## config.mk

```make
export PLATFORM = sky130hd
export DESIGN_NAME = jt03_wr_seq
export DESIGN_NICKNAME = d
export VERILOG_FILES = /design/src/rtl/jt03_seq_pkg.sv /design/src/rtl/jt03_seq_fifo.sv /design/src/rtl/jt03_wr_seq.sv
export SDC_FILE = /design/constraint.sdc
export NUM_CORES = 1
export LEC_CHECK = 0
export BUFFER_PORTS_ARGS = -buffer_cell sky130_fd_sc_hd__buf_2
export CAP_MARGIN = 0
export CORE_ASPECT_RATIO = 1.2
export CORE_MARGIN = 3
export CORE_UTILIZATION = 55
export DETAILED_ROUTE_END_ITERATION = 7
export GPL_TIMING_DRIVEN = 0
export PLACE_DENSITY_LB_ADDON = 0.15
export SYNTH_ARGS = -nofsm -noshare
export SYNTH_HDL_FRONTEND = slang
export SYNTH_SLANG_ARGS = --single-unit
```

## constraint.sdc

```tcl
create_clock -name clk -period 3.61 [get_ports clk]
set_input_delay 0.1805 -clock clk [delete_from_list [all_inputs] [get_ports clk]]
set_output_delay 0.1805 -clock clk [all_outputs]
set_load 0.05 [all_outputs]
```

## src/rtl/jt03_seq_pkg.sv

```systemverilog
// Shared types and constants for the YM2203 write sequencer.
package jt03_seq_pkg;

   typedef enum logic [2:0] {
      IDLE,
      ADR,
      GAP1,
      DAT,
      GAP2,
      POLL
   } state_t;

   localparam logic ADDR_PORT = 1'b0;
   localparam logic DATA_PORT = 1'b1;
   localparam int   BUSY_BIT  = 7;

   // Width of a counter that must hold values 0..n.
   function automatic int cnt_w(input int n);
      return (n < 1) ? 1 : $clog2(n + 1);
   endfunction

endpackage

```

## src/rtl/jt03_seq_fifo.sv

```systemverilog
// Synchronous command FIFO with registered full/empty flags.
module jt03_seq_fifo #(
   parameter int DEPTH = 4,
   parameter int W     = 16
) (
   input  logic         clk,
   input  logic         rst,
   input  logic         push_i,
   input  logic         pop_i,
   input  logic [W-1:0] wdata_i,
   output logic [W-1:0] rdata_o,
   output logic         full_o,
   output logic         empty_o
);

   localparam int AW = $clog2(DEPTH);

   logic [W-1:0]  mem_q [DEPTH];
   logic [AW-1:0] wp_q, rp_q;
   logic [AW:0]   cnt_q, cnt_d;
   logic          full_q, empty_q;
   logic          do_push, do_pop;

   assign do_push = push_i & ~full_q;
   assign do_pop  = pop_i & ~empty_q;
   assign rdata_o = mem_q[rp_q];
   assign full_o  = full_q;
   assign empty_o = empty_q;

   // Occupancy next-state from the accepted push/pop pair.
   always_comb begin
      cnt_d = cnt_q;
      case ({do_push, do_pop})
         2'b10:   cnt_d = cnt_q + 1'b1;
         2'b01:   cnt_d = cnt_q - 1'b1;
         default: cnt_d = cnt_q;
      endcase
   end

   // Pointers, count and flags; reset flushes the queue.
   always_ff @(posedge clk or posedge rst) begin
      if (rst) begin
         wp_q    <= '0;
         rp_q    <= '0;
         cnt_q   <= '0;
         full_q  <= 1'b0;
         empty_q <= 1'b1;
      end else begin
         if (do_push) wp_q <= wp_q + 1'b1;
         if (do_pop)  rp_q <= rp_q + 1'b1;
         cnt_q   <= cnt_d;
         full_q  <= (cnt_d == (AW+1)'(DEPTH));
         empty_q <= (cnt_d == '0);
      end
   end

   // Storage needs no reset: the flags guard every read.
   always_ff @(posedge clk) begin
      if (do_push) mem_q[wp_q] <= wdata_i;
   end

endmodule

```

## src/rtl/jt03_wr_seq.sv

```systemverilog
// YM2203 CPU-port write sequencer: queues (reg,val) commands, writes the
// address then data port, then polls busy. Optional register-address cache
// is enabled by defining JT03_SEQ_ADDR_CACHE_EN.
module jt03_wr_seq
   import jt03_seq_pkg::*;
#(
   parameter int FIFO_DEPTH   = 4,
   parameter int STROBE       = 2,
   parameter int BUSY_TIMEOUT = 255
) (
   input  logic       clk,
   input  logic       rst,
   input  logic       cen,
   input  logic       cmd_valid,
   output logic       cmd_ready,
   input  logic [7:0] cmd_reg,
   input  logic [7:0] cmd_val,
   output logic [7:0] ym_din,
   output logic       ym_addr,
   output logic       ym_cs_n,
   output logic       ym_wr_n,
   input  logic [7:0] ym_dout,
   output logic       idle,
   output logic       timeout
);

   localparam int SW = cnt_w(STROBE);
   localparam int PW = cnt_w(BUSY_TIMEOUT);
   localparam logic [SW-1:0] SLAST = SW'(STROBE - 1);
   localparam logic [PW-1:0] PLAST = PW'(BUSY_TIMEOUT - 1);

   state_t        state_q, state_d;
   logic [SW-1:0] scnt_q, scnt_d;
   logic [PW-1:0] pcnt_q, pcnt_d;
   logic [7:0]    cur_reg_q, cur_reg_d, cur_val_q, cur_val_d;
   logic [7:0]    din_q, din_d;
   logic          addr_q, addr_d, cs_n_q, cs_n_d, wr_n_q, wr_n_d;
   logic          idle_q, idle_d, timeout_q, timeout_d;
   logic          pop, start, leave, tmo_hit, hit;
   logic          full, empty, push_acc;
   logic [15:0]   head;
   logic          unused_dout;

   assign unused_dout = ^ym_dout[6:0];
   assign cmd_ready   = ~full;
   assign push_acc    = cmd_valid & ~full;

   assign ym_din  = din_q;
   assign ym_addr = addr_q;
   assign ym_cs_n = cs_n_q;
   assign ym_wr_n = wr_n_q;
   assign idle    = idle_q;
   assign timeout = timeout_q;

   jt03_seq_fifo #(.DEPTH(FIFO_DEPTH), .W(16)) u_fifo (
      .clk     (clk),
      .rst     (rst),
      .push_i  (cmd_valid),
      .pop_i   (pop),
      .wdata_i ({cmd_reg, cmd_val}),
      .rdata_o (head),
      .full_o  (full),
      .empty_o (empty)
   );

`ifdef JT03_SEQ_ADDR_CACHE_EN
   logic [7:0] last_reg_q;
   logic       cache_vld_q;

   // Remember the last register latched by a finished address phase.
   always_ff @(posedge clk or posedge rst) begin
      if (rst) begin
         last_reg_q  <= 8'h00;
         cache_vld_q <= 1'b0;
      end else if (cen) begin
         if (state_q == ADR && scnt_q == SLAST) begin
            last_reg_q  <= cur_reg_q;
            cache_vld_q <= 1'b1;
         end
         if (tmo_hit) cache_vld_q <= 1'b0;
      end
   end
`endif

   // Next state, counters, popped command and registered bus outputs.
   always_comb begin
      state_d   = state_q;
      scnt_d    = scnt_q;
      pcnt_d    = pcnt_q;
      cur_reg_d = cur_reg_q;
      cur_val_d = cur_val_q;
      din_d     = din_q;
      addr_d    = addr_q;
      cs_n_d    = cs_n_q;
      wr_n_d    = wr_n_q;
      idle_d    = idle_q;
      pop       = 1'b0;
      start     = 1'b0;
      leave     = 1'b0;
      tmo_hit   = 1'b0;
      hit       = 1'b0;
      if (cen) begin
         case (state_q)
            IDLE: start = ~empty;
            ADR: begin
               if (scnt_q == SLAST) begin
                  state_d = GAP1;
                  scnt_d  = '0;
               end else begin
                  scnt_d = scnt_q + 1'b1;
               end
            end
            GAP1: state_d = DAT;
            DAT: begin
               if (scnt_q == SLAST) begin
                  state_d = GAP2;
                  scnt_d  = '0;
               end else begin
                  scnt_d = scnt_q + 1'b1;
               end
            end
            GAP2: begin
               state_d = POLL;
               pcnt_d  = '0;
            end
            POLL: begin
               if (!ym_dout[BUSY_BIT]) begin
                  leave = 1'b1;
               end else if (pcnt_q == PLAST) begin
                  leave   = 1'b1;
                  tmo_hit = 1'b1;
               end else begin
                  pcnt_d = pcnt_q + 1'b1;
               end
            end
            default: state_d = IDLE;
         endcase
         if (leave) begin
            state_d = IDLE;
            start   = ~empty;
         end
`ifdef JT03_SEQ_ADDR_CACHE_EN
         // A timeout on this edge invalidates the cache before the next pop.
         hit = cache_vld_q & ~tmo_hit & (head[15:8] == last_reg_q);
`endif
         if (start) begin
            pop       = 1'b1;
            cur_reg_d = head[15:8];
            cur_val_d = head[7:0];
            scnt_d    = '0;
            state_d   = hit ? DAT : ADR;
         end
         // Outputs follow the state being entered so they are glitch-free.
         case (state_d)
            ADR: begin
               cs_n_d = 1'b0;
               wr_n_d = 1'b0;
               addr_d = ADDR_PORT;
               din_d  = cur_reg_d;
            end
            DAT: begin
               cs_n_d = 1'b0;
               wr_n_d = 1'b0;
               addr_d = DATA_PORT;
               din_d  = cur_val_d;
            end
            POLL: begin
               cs_n_d = 1'b0;
               wr_n_d = 1'b1;
               addr_d = ADDR_PORT;
            end
            default: begin
               cs_n_d = 1'b1;
               wr_n_d = 1'b1;
            end
         endcase
      end
      timeout_d = timeout_q | tmo_hit;
      if (state_d == IDLE && state_q != IDLE) idle_d = 1'b1;
      if (push_acc) idle_d = 1'b0;
   end

   // State and output registers; reset releases the bus immediately.
   always_ff @(posedge clk or posedge rst) begin
      if (rst) begin
         state_q   <= IDLE;
         scnt_q    <= '0;
         pcnt_q    <= '0;
         cur_reg_q <= 8'h00;
         cur_val_q <= 8'h00;
         din_q     <= 8'h00;
         addr_q    <= ADDR_PORT;
         cs_n_q    <= 1'b1;
         wr_n_q    <= 1'b1;
         idle_q    <= 1'b1;
         timeout_q <= 1'b0;
      end else begin
         state_q   <= state_d;
         scnt_q    <= scnt_d;
         pcnt_q    <= pcnt_d;
         cur_reg_q <= cur_reg_d;
         cur_val_q <= cur_val_d;
         din_q     <= din_d;
         addr_q    <= addr_d;
         cs_n_q    <= cs_n_d;
         wr_n_q    <= wr_n_d;
         idle_q    <= idle_d;
         timeout_q <= timeout_d;
      end
   end

endmodule

```

After elaboration in Yosys (flattened, before gate mapping)
Memory sizes are Yosys's and may differ from the RTL's.
Cells that the tools add are included.
{"block": "totals", "latchBits": 0, "output_inout_bits": 14, "romBits": 0, "word_cells": 98, "n_memories": 1, "in_bits": 28, "ff_bits": 51, "ramBits": 64}
{"memory": "u_fifo.mem_q", "words": 4, "width": 16, "rd": 1, "rd_clocked_by_memory_dff": 0, "write_ports": 1, "line_no": "jt03_seq_fifo.sv:18", "rtl": "logic [W-1:0] mem_q [DEPTH];"}
{"block": "classes", "reduce_logical": 19, "shift": 0, "multipliers": 0, "eq_ne": 15, "bitwise_logic": 5, "n_mux": 36, "n_lt_le_gt_ge": 0, "n_addsub": 6, "div": 0}
{"operator": "two-way mux 8 bit", "count": 4}
{"operator": "one-hot mux 8 bit (2 select lines)", "count": 2}
{"operator": "two-way mux 1 bit", "count": 18}
{"operator": "two-way mux 3 bit", "count": 6}
{"operator": "one-hot mux 3 bit (5 select lines)", "count": 1}
{"operator": "== test 3 bit (second input constant)", "count": 4}
{"operator": "nonzero test 2 bit", "count": 5}
{"operator": "== test 3 x 2 -> 1 bit (second input constant)", "count": 3}
{"operator": "logical NOT 3 bit", "count": 3}
{"operator": "adder 8 x 1 -> 8 bit (second input constant)", "count": 1}
{"operator": "== test 8 bit (second input constant)", "count": 1}
{"operator": "OR reduction 2 bit", "count": 4}
{"operator": "adder 2 x 1 -> 2 bit (second input constant)", "count": 3}
{"operator": "== test 3 x 1 -> 1 bit (second input constant)", "count": 2}
{"operator": "two-way mux 2 bit", "count": 3}
{"operator": "one-hot mux 3 bit (2 select lines)", "count": 1}
{"operator": "AND reduction 2 bit", "count": 3}
{"operator": "== test 2 x 1 -> 1 bit (second input constant)", "count": 2}
{"operator": "!= test 2 bit (second input constant)", "count": 2}
{"operator": "AND reduction 4 bit", "count": 1}
{"operator": "adder 3 x 1 -> 3 bit (second input constant)", "count": 1}
{"operator": "nonzero test 3 bit", "count": 1}
{"operator": "OR reduction 3 bit", "count": 1}
{"operator": "subtractor 3 x 1 -> 3 bit (second input constant)", "count": 1}
{"operator": "other kinds (6)", "count": 8}

Depth between registers and ports, before layout
Gate-level depths: netlist of run 1.
{"block": "depth", "ltp_word": 14, "mapped_depth": 16}

Cells and area by module
A second synthesis of run 1 with hierarchy kept.
{"block": "hier_totals", "hier_cells": 332, "area_unflattened_um2": 5041.1}
{"mod": "jt03_seq_fifo", "cells_per_inst": 130, "area_per_inst_um2": 2857.7, "instances": 1}
{"mod": "jt03_wr_seq", "cells_per_inst": 202, "area_per_inst_um2": 2183.3, "instances": 1}

Worst setup path after synthesis of run 1
Ideal clock, no wire load.
{"block": "synth_path", "path_kind": "register to register", "from": "register pcnt_q[0]", "to": "register u_fifo.full_q (netlist: u_fifo.full_o)", "n_path_buf": 2, "stages_incl_launch_ff": 17, "t_arrival_ps": 2950, "t_required_ps": 3537, "setup_slack_ps": 588, "path_cell_list": "dfrtp_1 > inv_1 > ha_1 > nand3_1 > or4_1 > buf_4 > nand2_4 > nand2_8 > buf_6 > inv_1 > ha_1 > inv_1 > fa_1 > xor2_1 > nor2_1 > xor2_1 > nor2b_1"}
{"block": "synth_via", "elab_chain_len": 13}
{"element": "start: declaration", "line_no": "jt03_wr_seq.sv:34", "rtl": "logic [PW-1:0] pcnt_q, pcnt_d;"}
{"element": "start signal: assignment", "line_no": "jt03_wr_seq.sv:200", "rtl": "pcnt_q <= pcnt_d;"}
{"element": "== test 8 bit (*)", "line_no": "jt03_wr_seq.sv:129", "rtl": "end else if (pcnt_q == PLAST) begin"}
{"element": "two-way mux 1 bit (*)", "line_no": "jt03_wr_seq.sv:129"}
{"element": "two-way mux 1 bit (*)", "line_no": "jt03_wr_seq.sv:127", "rtl": "if (!ym_dout[BUSY_BIT]) begin"}
{"element": "two-way mux 1 bit (*)", "line_no": "jt03_wr_seq.sv:103", "rtl": "case (state_q)"}
{"element": "two-way mux 1 bit (*)", "line_no": "jt03_wr_seq.sv:102", "rtl": "if (cen) begin"}
{"element": "two-way mux 1 bit (*)", "line_no": "jt03_wr_seq.sv:138", "rtl": "if (leave) begin"}
{"element": "two-way mux 1 bit (*)", "line_no": "jt03_wr_seq.sv:102"}
{"element": "two-way mux 1 bit (*)", "line_no": "jt03_wr_seq.sv:146", "rtl": "if (start) begin"}
{"element": "two-way mux 1 bit (*)", "line_no": "jt03_wr_seq.sv:102"}
{"element": "AND 1 bit (*)", "line_no": "jt03_seq_fifo.sv:25", "rtl": "assign do_pop = pop_i & ~empty_q;"}
{"element": "== test 2 x 1 -> 1 bit or == test 2 bit (tied branches)", "line_no": "jt03_seq_fifo.sv:33", "rtl": "case ({do_push, do_pop})"}
{"element": "one-hot mux 3 bit (2 select lines) (*)", "line_no": "jt03_seq_fifo.sv:33"}
{"element": "net u_fifo.cnt_d[2]", "line_no": "jt03_seq_fifo.sv:20", "rtl": "logic [AW:0] cnt_q, cnt_d;"}
{"element": "== test 3 bit (*)", "line_no": "jt03_seq_fifo.sv:52", "rtl": "full_q <= (cnt_d == (AW+1)'(DEPTH));"}
{"element": "end signal: assignment", "line_no": "jt03_seq_fifo.sv:52"}
{"element": "end: declaration", "line_no": "jt03_seq_fifo.sv:21", "rtl": "logic full_q, empty_q;"}
Mark *: on every way through the listed nets, which the timed path passes. The rest lies on a longest branch. The select of a mux whose other input is x is not followed.
A chain may end at the register's enable or synchronous reset.

Worst setup path in the final report of run 1
Ends and elaborated chain as after synthesis.

==> metrics.yaml, run 1 <==
portBuffers: 33
avgViaCountPerCell: 5.56
min_period_ps: 3260
cts_tree: "yes"
worst_slew_margin_rel_pct: 42.3
ant_nets: 0
worst_r2r_path_depth: 16
drive_gt1_share_pct: 24.1
synth_top_family_by_area: "compound AO/OA/AOI/OAI gates"
drv_slew: 0
seq_area_frac_synth_pct: 62.1
synthAdderAreaFrac_pct: 2.09
gp_congestion: 0.812
track_usage_pct: 21.4
grt.busiest_layer: "met2"
grt_pass1_wl_mm: 17.0
synthCells: 380
synth_simple_gate_area_share_pct: 7.99
powerDensity_nw_per_um2: 879
rsz0062_at_grt: "false"
grt_max_degree: 35
nets: 488
initial_utilization_pct: 56.8
cts_made_buffers: 17
postCtsSetupRepairBufs: 0
syn_nets: 416
synth_edf_count: 64
dieArea_um2: 10600
synth-compound-area-share_pct: 11.0
r2r_setup_slack_ps: 350
hpwl_mm: 6.36
start_kind: "register"
synth.area.top_cells: "edfxtp_1 37%, dfrtp_1 23%, mux4_2 7.0%"
synth-xor-area-share_pct: 1.70
setup_viol: 0
end_kind: "register"
synth_top_area_share_pct: 37.3
post-place-ws_ps: 332
cp.arrival_ps: 3710
clockBufferDepth: 2
avgRoutedWirePerCell_um: 17.0
drc_errors: 0
met1_usage_pct: 26.5
ys_warn_count: 0
core_area_um2: 9080
drtIter0Drc: 291
antenna_found_initial: 0
async_flop_share_pct: 44.3
ys_ff_latch: 115
use_met2_pct: 35.5
die_w_um: 94.4
crit_required_ps: 4070
worst_pin_slew_ps: 866
htree_levels: 4
fmax_mhz: 307
synthDistinctLibCells: 53
ios: 42
grtUsageMet3_pct: 4.83
leakage_nw: 2.55
area_delta_synth_final_pct: 21.6
fillers: 639
period_share_pct: 90.2
routed_wl_mm: 9.95
hold_class: "in -> async"
die_y_um: 112
fin_worst_skew_ps: 5.08
rows: 38
clkSinkCount: 115
path_class: "reg -> reg"
syn_area_per_cell_um2: 13.6
setup_tns_ps: 0
netlist_area_um2: 5150
yosysTopAreaCell: "edfxtp_1"
timing.rr.end: "u_fifo.full_o"
grt_pass1_vias: 3427
synthMuxAreaShare_pct: 10.3
final_hold_viol_count: 0
fin_ws_ps: 354
via_count: 3254
path_clk_slew_ps: 60
worstReg2RegStart: "pcnt_q[0]"
crit_fanout: 10
root_buffer: "clkbuf_8"
maxCapViolations: 0
drt_pass1_iterations: 4
outcome: "finished, final reports clean"
clk-insertion-delay-late_ps: 520
ir_drop_mv: 0.524
n_antenna_cell: 0
synthFlopType: "edfxtp_1"
grt_overflow: 0
-- area by class of cell --
class,count,area [um2],area share (%)
inverter,38,143,2.28
clock inverter,14,163,2.60
clock buffer,18,418,6.67
timing repair buffer,53,375,5.99
multi-input combinational,208,1710,27.3
tap,120,150,2.40
buffer,19,105,1.68
sequential,115,3200,51.1
-- layer usage --
metal / part of all wire (%) / vias to the layer above
met5: 0 / -
met4: 2.6 / 0
met3: 4.3 / 22
met2: 53 / 78
met1: 40 / 1606
li1: - / 1548
-- logic make-up after synthesis --
group | after synthesis
xor+xnor | 10
mux | 32
flops | 115
buf+inv | 57
simple gates | 71
fa+ha+maj | 8
compound gates | 87
-- flip-flops by register name, indices dropped and copies added, names as in the netlist --
signal	cells
u_fifo.empty_o	1
ym_din	8
idle	1
timeout	1
cur_val_q	8
ym_wr_n	1
state_q	3
ym_addr	1
u_fifo.cnt_q	3
u_fifo.rp_q	2
pcnt_q	8
scnt_q	2
u_fifo.full_o	1
u_fifo.wp_q	2
cur_reg_q	8
u_fifo.mem_q	64
ym_cs_n	1
-- worst max-delay path by stage --
stage	cells after the start	end	slack (ps)	startpoint
finish	16	u_fifo.full_o	350	pcnt_q[0]
detailed placement	16	u_fifo.full_o	330	pcnt_q[0]
global route	16	u_fifo.full_o	70	pcnt_q[0]
floorplan	16	u_fifo.full_o	590	pcnt_q[0]
global placement	16	u_fifo.full_o	380	pcnt_q[0]
CTS	16	u_fifo.full_o	280	pcnt_q[0]
-- metrics by stage --
stage	hold slack (ps)	utilization (%)	total power [mW]	cells	area [um2]
2_1_floorplan	279	-	3.44	380	5150
3_3_place_gp	390	60.2	3.84	533	5470
3_5_place_dp	201	60.5	3.89	534	5490
4_1_cts	201	68.9	5.54	585	6260
5_1_grt	240	69.0	5.86	585	6270
6_report	195	69.0	5.51	585	6270
-- Yosys cell counts, types with 3 or more instances --
master / number
a21o_1: 3
a21oi_1: 11
a22o_1: 8
a32oi_1: 8
and2_1: 5
buf_2: 6
buf_4: 3
clkbuf_1: 8
dfrtp_1: 47
dfstp_2: 4
edfxtp_1: 64
ha_1: 7
inv_1: 38
mux2_2: 7
mux2i_1: 8
mux4_2: 16
nand2_1: 14
nand2b_1: 3
nand3_1: 6
nor2_1: 14
nor2b_1: 5
nor3_1: 11
o211ai_1: 3
o21a_1: 3
o21ai_0: 34
o31ai_1: 3
xnor2_1: 8
-- cell usage in the layout (no fill, tap or decap), drive strengths merged, types with 3 or more instances in the layout --
master / netlist / routed
dfrtp: 47 / 47
and2: 5 / 5
nand2b: 3 / 3
nand2: 16 / 16
clkinvlp: 0 / 5
inv: 38 / 39
edfxtp: 64 / 64
bufinv: 0 / 3
a32oi: 8 / 8
dfstp: 4 / 4
clkbuf: 8 / 26
o21ai: 36 / 36
mux2: 8 / 8
o21a: 3 / 3
o211ai: 3 / 3
nor2b: 5 / 5
mux4: 16 / 16
buf: 11 / 45
o31ai: 3 / 3
nand3: 6 / 6
nor2: 15 / 15
a22o: 8 / 8
a21o: 3 / 3
xnor2: 8 / 8
mux2i: 8 / 8
a21oi: 11 / 11
dlygate4sd3: 0 / 19
ha: 7 / 7
clkinv: 0 / 5
nor3: 11 / 11
-- power breakdown --
| group | internal [mW] | switching [mW] | total [mW] | leakage [nW] |
|---|---|---|---|---|
| Combinational | 0.758 | 1.18 | 1.94 | 1.08 |
| Sequential | 1.79 | 0.152 | 1.95 | 1.20 |
| Clock | 1.04 | 0.581 | 1.62 | 0.268 |
-- worst max-delay path, cell delays in order (launching register included) --
cell and delay [ps]:
dfrtp_1 420, inv_1 80, ha_1 150, nand3_2 140, or4_1 500, buf_4 190, nand2_4 100, nand2_8 90
buf_6 170, inv_1 70, ha_1 180, inv_1 60, fa_1 370, xor2_1 170, nor2_1 120, xor2_1 220
nor2b_1 150
-- repair_timing --
| action | in CTS | in global routing |
|---|---|---|
| resized for setup | 0 | 1 |
| hold buffers | 19 | 0 |
| endpoints found under the setup margin | 0 | 1 |
| endpoints found under the hold margin | 83 | 0 |
Note: power is estimated with default switching activity, not from simulation.
==> inputs of run 2 (changes only) <==
--- a/config.mk
+++ b/config.mk
@@ -5,12 +5,14 @@
 export SDC_FILE = /design/constraint.sdc
 export NUM_CORES = 1
 export LEC_CHECK = 0
+export ABC_AREA = 1
 export BUFFER_PORTS_ARGS = -buffer_cell sky130_fd_sc_hd__buf_2
 export CAP_MARGIN = 0
 export CORE_ASPECT_RATIO = 1.2
 export CORE_MARGIN = 3
 export CORE_UTILIZATION = 55
 export DETAILED_ROUTE_END_ITERATION = 7
+export GPL_ROUTABILITY_DRIVEN = 1
 export GPL_TIMING_DRIVEN = 0
 export PLACE_DENSITY_LB_ADDON = 0.15
 export SYNTH_ARGS = -nofsm -noshare
==> run 2 against run 1 <==
Register-to-register slack better by 380 ps. Combinational power up 5%. Die area down 1.5%. Highest routed layer unchanged. Wire length up 4.4%. Critical endpoint unchanged. Largest power group is now combinational cells. First-iteration DRC count down 38%.
==> metrics.yaml, run 2 <==
drtIter0Drc: 179  # -38%
clkSinkCount: 115  # unchanged
setup_tns_ps: 0  # unchanged
async_flop_share_pct: 44.3  # unchanged
core_area_um2: 8800  # -3.1%
crit_required_ps: 4060  # about the same
power.switching_mw: 2.17  # +13%
cp-endpoint: "u_fifo.full_o"
synth_top_family_by_area: "simple AND/OR/NAND/NOR gates"
path_clk_slew_ps: 60  # about the same
final_area_um2: 6240  # -0.46%
netlist_area_um2: 5070  # -1.6%
yosysTopAreaCell: "edfxtp_1"
syn_nets: 521  # +25%
ant_nets: 0  # unchanged
p_int_mw: 3.65  # +1.5%
ios: 42  # unchanged
worst_pin_slew_ps: 944  # +78.3 ps
synthAdderAreaFrac_pct: 2.12  # +0.035 points
hold_slack_ps: 34.0  # -161 ps
area_delta_synth_final_pct: 23.0
end_kind: "register"
avgViaCountPerCell: 5.21  # -6.3%
powerDensity_nw_per_um2: 933  # +6.0%
clockPowerShare_pct: 31.7  # +2.2 points
top_register: "u_fifo.mem_q"
grt_pass1_wl_mm: 17.6  # +3.1%
syn_area_per_cell_um2: 10.5  # -23%
synth-xor-area-share_pct: 1.21  # -0.49 points
worstSetupStartpoint: "pcnt_q[0]"
final_common_cell: "nand2_1"
dieArea_um2: 10400  # -1.5%
via_count: 3570  # +9.7%
mostFrequentLayoutCells: "138 x nand2_1, 64 x edfxtp_1, 47 x dfrtp_1"
placed_cell_area_um2: 5410  # -1.4%
ys_ff_latch: 115  # unchanged
path_class: "reg -> reg"
r2r_setup_slack_ps: 740  # +380 ps
cts_made_buffers: 17  # unchanged
worstReg2RegStart: "pcnt_q[0]"
avgRoutedWirePerCell_um: 15.2  # -11%
crit_fanout: 10  # unchanged
synth_top_area_share_pct: 37.9  # +0.62 points
ctsResizeCount: 0  # unchanged
die_y_um: 111  # -0.77%
htree_levels: 4  # unchanged
synth_edf_count: 64  # unchanged
p_sw_share_pct: 37.3  # +2.5 points
gp_congestion: 0.857  # +5.5%
setup_viol: 0  # unchanged
track_usage_pct: 22.1  # +0.65 points
yosysMostFrequentCell: "nand2_1"
combPwrFrac_pct: 34.9  # -0.3 points
outcome: "finished, final reports clean"
largest_register_ffs: 64  # unchanged
p_seq_share_pct: 33.4  # -1.9 points
worst_slew_margin_rel_pct: 37.0  # -5.3 points
drv_slew: 0  # unchanged
die_w_um: 93.7  # -0.76%
drc_errors: 0  # unchanged
grt_max_degree: 36  # +2.9%
grt_pass1_vias: 3610  # +5.3%
synth-compound-area-share_pct: 7.75  # -3.2 points
cts_tree: "yes"
rows: 37  # -2.6%
root_buffer: "clkbuf_8"
drive_gt1_share_pct: 21.0  # -3.1 points
ir_drop_mv: 0.444  # -15%
seq_area_frac_synth_pct: 63.2  # +1.0 points
leakage_nw: 2.72  # +6.6%
drt_pass1_iterations: 4  # unchanged
synth.area.top_cells: "edfxtp_1 38%, dfrtp_1 23%, nand2_1 10%"
hold_start: "cen"
period_share_pct: 79.6  # -11 points
worst_r2r_path_depth: 18  # +2
initial_utilization_pct: 57.7  # +0.89 points
antenna_found_initial: 0  # unchanged
hpwl_mm: 6.59  # +3.6%
fmax_mhz: 348  # +13%
portBuffers: 33  # unchanged
start_kind: "register"
fin_worst_skew_ps: 7.09  # +2.01 ps
timing.rr.end: "u_fifo.full_o"
final_hold_viol_count: 0  # unchanged
synthCells: 485  # +28%
ys_warn_count: 0  # unchanged
synth_simple_gate_area_share_pct: 20.8  # +13 points
routed_wl_mm: 10.4  # +4.4%
grt_overflow: 0  # unchanged
hold_class: "in -> reg"
cp.arrival_ps: 3320  # -390 ps
rsz0062_at_grt: "false"
clockBufferDepth: 2  # unchanged
maxCapViolations: 0  # unchanged
n_antenna_cell: 0  # unchanged
synthDistinctLibCells: 38  # -28%
nets: 591  # +21%
clk-insertion-delay-late_ps: 520  # about the same
synthFlopType: "edfxtp_1"
min_period_ps: 2870  # -382 ps
synthMuxAreaShare_pct: 0  # -10 points
synth_common_cells: "138 x nand2_1, 64 x edfxtp_1, 47 x dfrtp_1, 40 x nand3_1, 37 x nor2_1"
[run 2: cell count changes in the layout (fill, tap and decap cells not counted), sizes merged, moves of 7 or more]
cell and change:
a22o -8, a32oi -8, mux2 -8, mux2i -8, mux4 -16, nand2 +133
nand3 +36, nor2 +28, nor3 -10, o22ai +8, xnor2 -7
[run 2: power groups by stage]
stage                     Clock [mW]  Sequential (mW)  Combinational, mW
after floorplan                    0             2.14               1.31
after detailed placement           0             1.96               2.02
after global routing            1.94             1.98               2.27
after CTS                       1.86             1.95               2.04
after global placement             0             1.96               1.96
final                           1.84             1.94               2.03
[run 2: kinds of logic after synthesis]
logic type | Yosys count
adders and majority gates | 8
DFF | 115
buffers and inverters | 56
AOI/OAI and AO/OA | 62
and+or+nand+nor | 237
xor gates and xnor gates | 7
[run 2: worst max-delay path, stage by stage (launching register included)]
cell     delay, ps
dfrtp_1        400
inv_1          100
ha_1           140
inv_1           40
nor2_1         130
nand3_1        110
nand3_2         90
nand2_4        110
inv_6          130
nand2_8         90
inv_2          160
ha_1           170
inv_1           70
fa_1           390
a21oi_1        160
o21ai_0        120
xor2_1         240
inv_1           60
nor2_1          90
[run 2: metrics by stage]
step	std cells	power (mW)	utilization, %	setup WS [ps]
after floorplan	485	3.45	-	1090
after global placement	635	3.91	61.2	832
after detailed placement	636	3.98	61.5	763
after CTS	685	5.85	70.9	731
after global routing	685	6.20	70.9	526
final	685	5.82	70.9	736
[run 2: worst min-delay path by stage]
stage          cells after the start                   to  slack (ps)
6_report                           3              ym_wr_n          30
5_1_grt                            3              ym_cs_n          80
4_1_cts                            3              ym_wr_n          20
3_5_place_dp                       2            ym_din[5]         190
3_3_place_gp                       1  u_fifo.mem_q[1][10]         390
2_1_floorplan                      0   u_fifo.mem_q[0][0]         280
[run 2: per-layer routing]
layer | global-route usage, % | up-vias | wire, um
met2 | 35.7 | 99 | 5290
met4 | 10.7 | 0 | 285
met5 | 0 | - | 0
met1 | 27.4 | 1686 | 4300
met3 | 5.77 | 22 | 502
li1 | - | 1763 | -
[run 2: cell type report]
type | instances | area (um2)
clock buffers | 19 | 422
plain buffers | 15 | 88.8
clock inverters | 13 | 233
flip-flops and latches | 115 | 3200
well taps | 117 | 146
repair buffers | 51 | 355
multi-input cells | 314 | 1630
inverters | 41 | 161
fillers | 649 | 2560
[run 2: timing repair]
action                                 CTS  global route
hold buffers                            17             0
setup buffers                            0             0
endpoints found under the hold margin   80             0
==> inputs of run 3 (changes only) <==
--- a/config.mk
+++ b/config.mk
@@ -5,7 +5,7 @@
 export SDC_FILE = /design/constraint.sdc
 export NUM_CORES = 1
 export LEC_CHECK = 0
-export ABC_AREA = 1
+export ABC_AREA = 0
 export BUFFER_PORTS_ARGS = -buffer_cell sky130_fd_sc_hd__buf_2
 export CAP_MARGIN = 0
 export CORE_ASPECT_RATIO = 1.2
==> constraint.sdc (replaced) <==
create_clock -name clk -period 2.7 [get_ports clk]
set_input_delay 0.135 -clock clk [delete_from_list [all_inputs] [get_ports clk]]
set_output_delay 0.135 -clock clk [all_outputs]
set_load 0.05 [all_outputs]
==> run 3 against run 2 <==
Clock skew hardly changed. Sequential share of layout area is 1.1 points lower. Critical path depth is 4 lower. Die area is 1.6% higher. Design area is 2.4% higher. Largest cell class unchanged. Via count is 7.9% lower. Wire length is 4.1% lower. Combinational power is 32% higher. Highest routed layer unchanged.
==> metrics.yaml, run 3 (synthesis results as in run 1) <==
grt_overflow: 0  # unchanged
rows: 38  # +2.7%
fmax_mhz: 378  # +8.5%
use_met2_pct: 35.4  # -0.27 points
die_w_um: 94.4  # +0.77%
grt_max_degree: 32  # -11%
hold_slack_ps: 181  # +147 ps
routed_wl_mm: 9.96  # -4.1%
end_kind: "register"
setup_viol: 0  # unchanged
core_area_um2: 9080  # +3.2%
largest_register_ffs: 64  # unchanged
ant_nets: 0  # unchanged
ios: 42  # unchanged
gp_congestion: 0.850  # -0.77%
period_share_pct: 98.1  # +18 points
fin_worst_skew_ps: 6.84  # -0.249 ps
via_count: 3289  # -7.9%
leakage_nw: 2.60  # -4.3%
drc_errors: 0  # unchanged
area_delta_synth_final_pct: 23.9
outcome: "finished, final reports clean"
met1_usage_pct: 25.9  # -1.5 points
start_kind: "register"
drt_pass1_iterations: 4  # unchanged
grt.busiest_layer: "met2"
track_usage_pct: 21.1  # -0.99 points
path_class: "reg -> reg"
crit_required_ps: 3150  # -910 ps
fin_util_pct: 70.3  # -0.60 points
clkSinkCount: 115  # unchanged
multi_input_area_um2: 1750  # +7.6%
root_buffer: "clkbuf_8"
clockBufferDepth: 2  # unchanged
portBuffers: 33  # unchanged
n_antenna_cell: 0  # unchanged
drv_slew: 0  # unchanged
min_period_ps: 2650  # -226 ps
path_clk_slew_ps: 60  # about the same
hpwl_mm: 6.44  # -2.2%
post-place-ws_ps: -343  # -1110 ps
nets: 497  # -16%
htree_levels: 4  # unchanged
hold_class: "in -> async"
avgViaCountPerCell: 5.54  # +6.2%
maxCapViolations: 0  # unchanged
worst_slew_margin_rel_pct: 43.9  # +6.9 points
cts_made_buffers: 17  # unchanged
final_hold_viol_count: 0  # unchanged
clk-insertion-delay-late_ps: 510  # about the same
top_register: "u_fifo.mem_q"
drtIter0Drc: 194  # +8.4%
cts_tree: "yes"
drive_gt1_share_pct: 28.7  # +7.7 points
rsz0062_at_grt: "true"
initial_utilization_pct: 56.8  # -0.89 points
fin_ws_ps: 51.4  # -684 ps
crit_fanout: 6  # -4
ir_drop_mv: 0.652  # +47%
avgRoutedWirePerCell_um: 16.8  # +11%
fillers: 617  # -4.9%
grt_pass1_wl_mm: 16.8  # -4.6%
final_common_cell: "edfxtp_1"
worst_pin_slew_ps: 841  # -103 ps
mostFrequentLayoutCells: "64 x edfxtp_1, 44 x dfrtp_1, 39 x buf_2"
powerDensity_nw_per_um2: 1170  # +25%
dieArea_um2: 10600  # +1.6%
antenna_found_initial: 0  # unchanged
seq_area_um2: 3210  # +0.12%
grt_pass1_vias: 3402  # -5.8%
cp.arrival_ps: 3100  # -220 ps
die_y_um: 112  # +0.78%
grtUsageMet3_pct: 6.23  # +0.46 points
## run 3: stage by stage
| stage | TNS (ps) | instance area (um2) | power (mW) | std cells |
|---|---|---|---|---|
| final | 0 | 6380 | 7.46 | 594 |
| after detailed placement | -842 | 5540 | 5.25 | 534 |
| after global placement | -886 | 5520 | 5.17 | 533 |
| after global routing | -112 | 6380 | 7.92 | 594 |
| after CTS | 0 | 6310 | 7.49 | 585 |
| after floorplan | -158 | 5200 | 4.64 | 380 |
## run 3: critical path, cell delays in order, from the launching register on
cell and delay [ps]:
dfrtp_1 380, inv_1 70, ha_2 180, nand3_4 80
or4_4 500, nand2_4 130, nand2_8 60, inv_4 50
ha_4 120, inv_2 30, fa_2 340, xor2_1 140
nor2_1 110, xor2_1 220, nor2b_1 150
## run 3: final cells by class
type,count,share of cell area (%)
Buffer,16,1.29
Clock buffer,17,6.49
Clock inverter,15,2.65
Inverter,38,2.27
Multi-Input combinational cell,208,27.4
Sequential cell,115,50.2
Tap cell,120,2.35
Timing Repair Buffer,65,7.29
## run 3: metal layers
metal	routed length (um)	share of wire, %
met1	4260	43
met2	5200	52
met3	346	3.5
met4	148	1.5
met5	0	0
## run 3: repair_timing
item | CTS | global route
setup buffers | 3 | 9
endpoints found under the hold margin | 86 | 0
endpoints found under the setup margin | 4 | 3
gates resized for setup | 4 | 2
pin swaps | 3 | 2
hold buffers | 19 | 0
## run 3: where the power goes
group          total (mW)  switching [mW]  leakage (nW)  internal (mW)
combinational        2.67            1.59          1.13           1.08
clock                2.19           0.852         0.274           1.33
sequential           2.61           0.210          1.19           2.40
total                7.46            2.65          2.60           4.81
## run 3: final timing paths
path                       startpoint        endpoint  slack (ps)  cells after the start
setup / recovery            pcnt_q[0]   u_fifo.full_o          50                     14
hold / removal                    rst       pcnt_q[6]         180                      3
setup reg to reg            pcnt_q[0]   u_fifo.full_o          50                     14
hold reg to reg               timeout         timeout         460                      1
max in group asynchronous         rst  u_fifo.empty_o        1940                      4
min in group clk            cmd_valid  u_fifo.wp_q[0]         300                      4
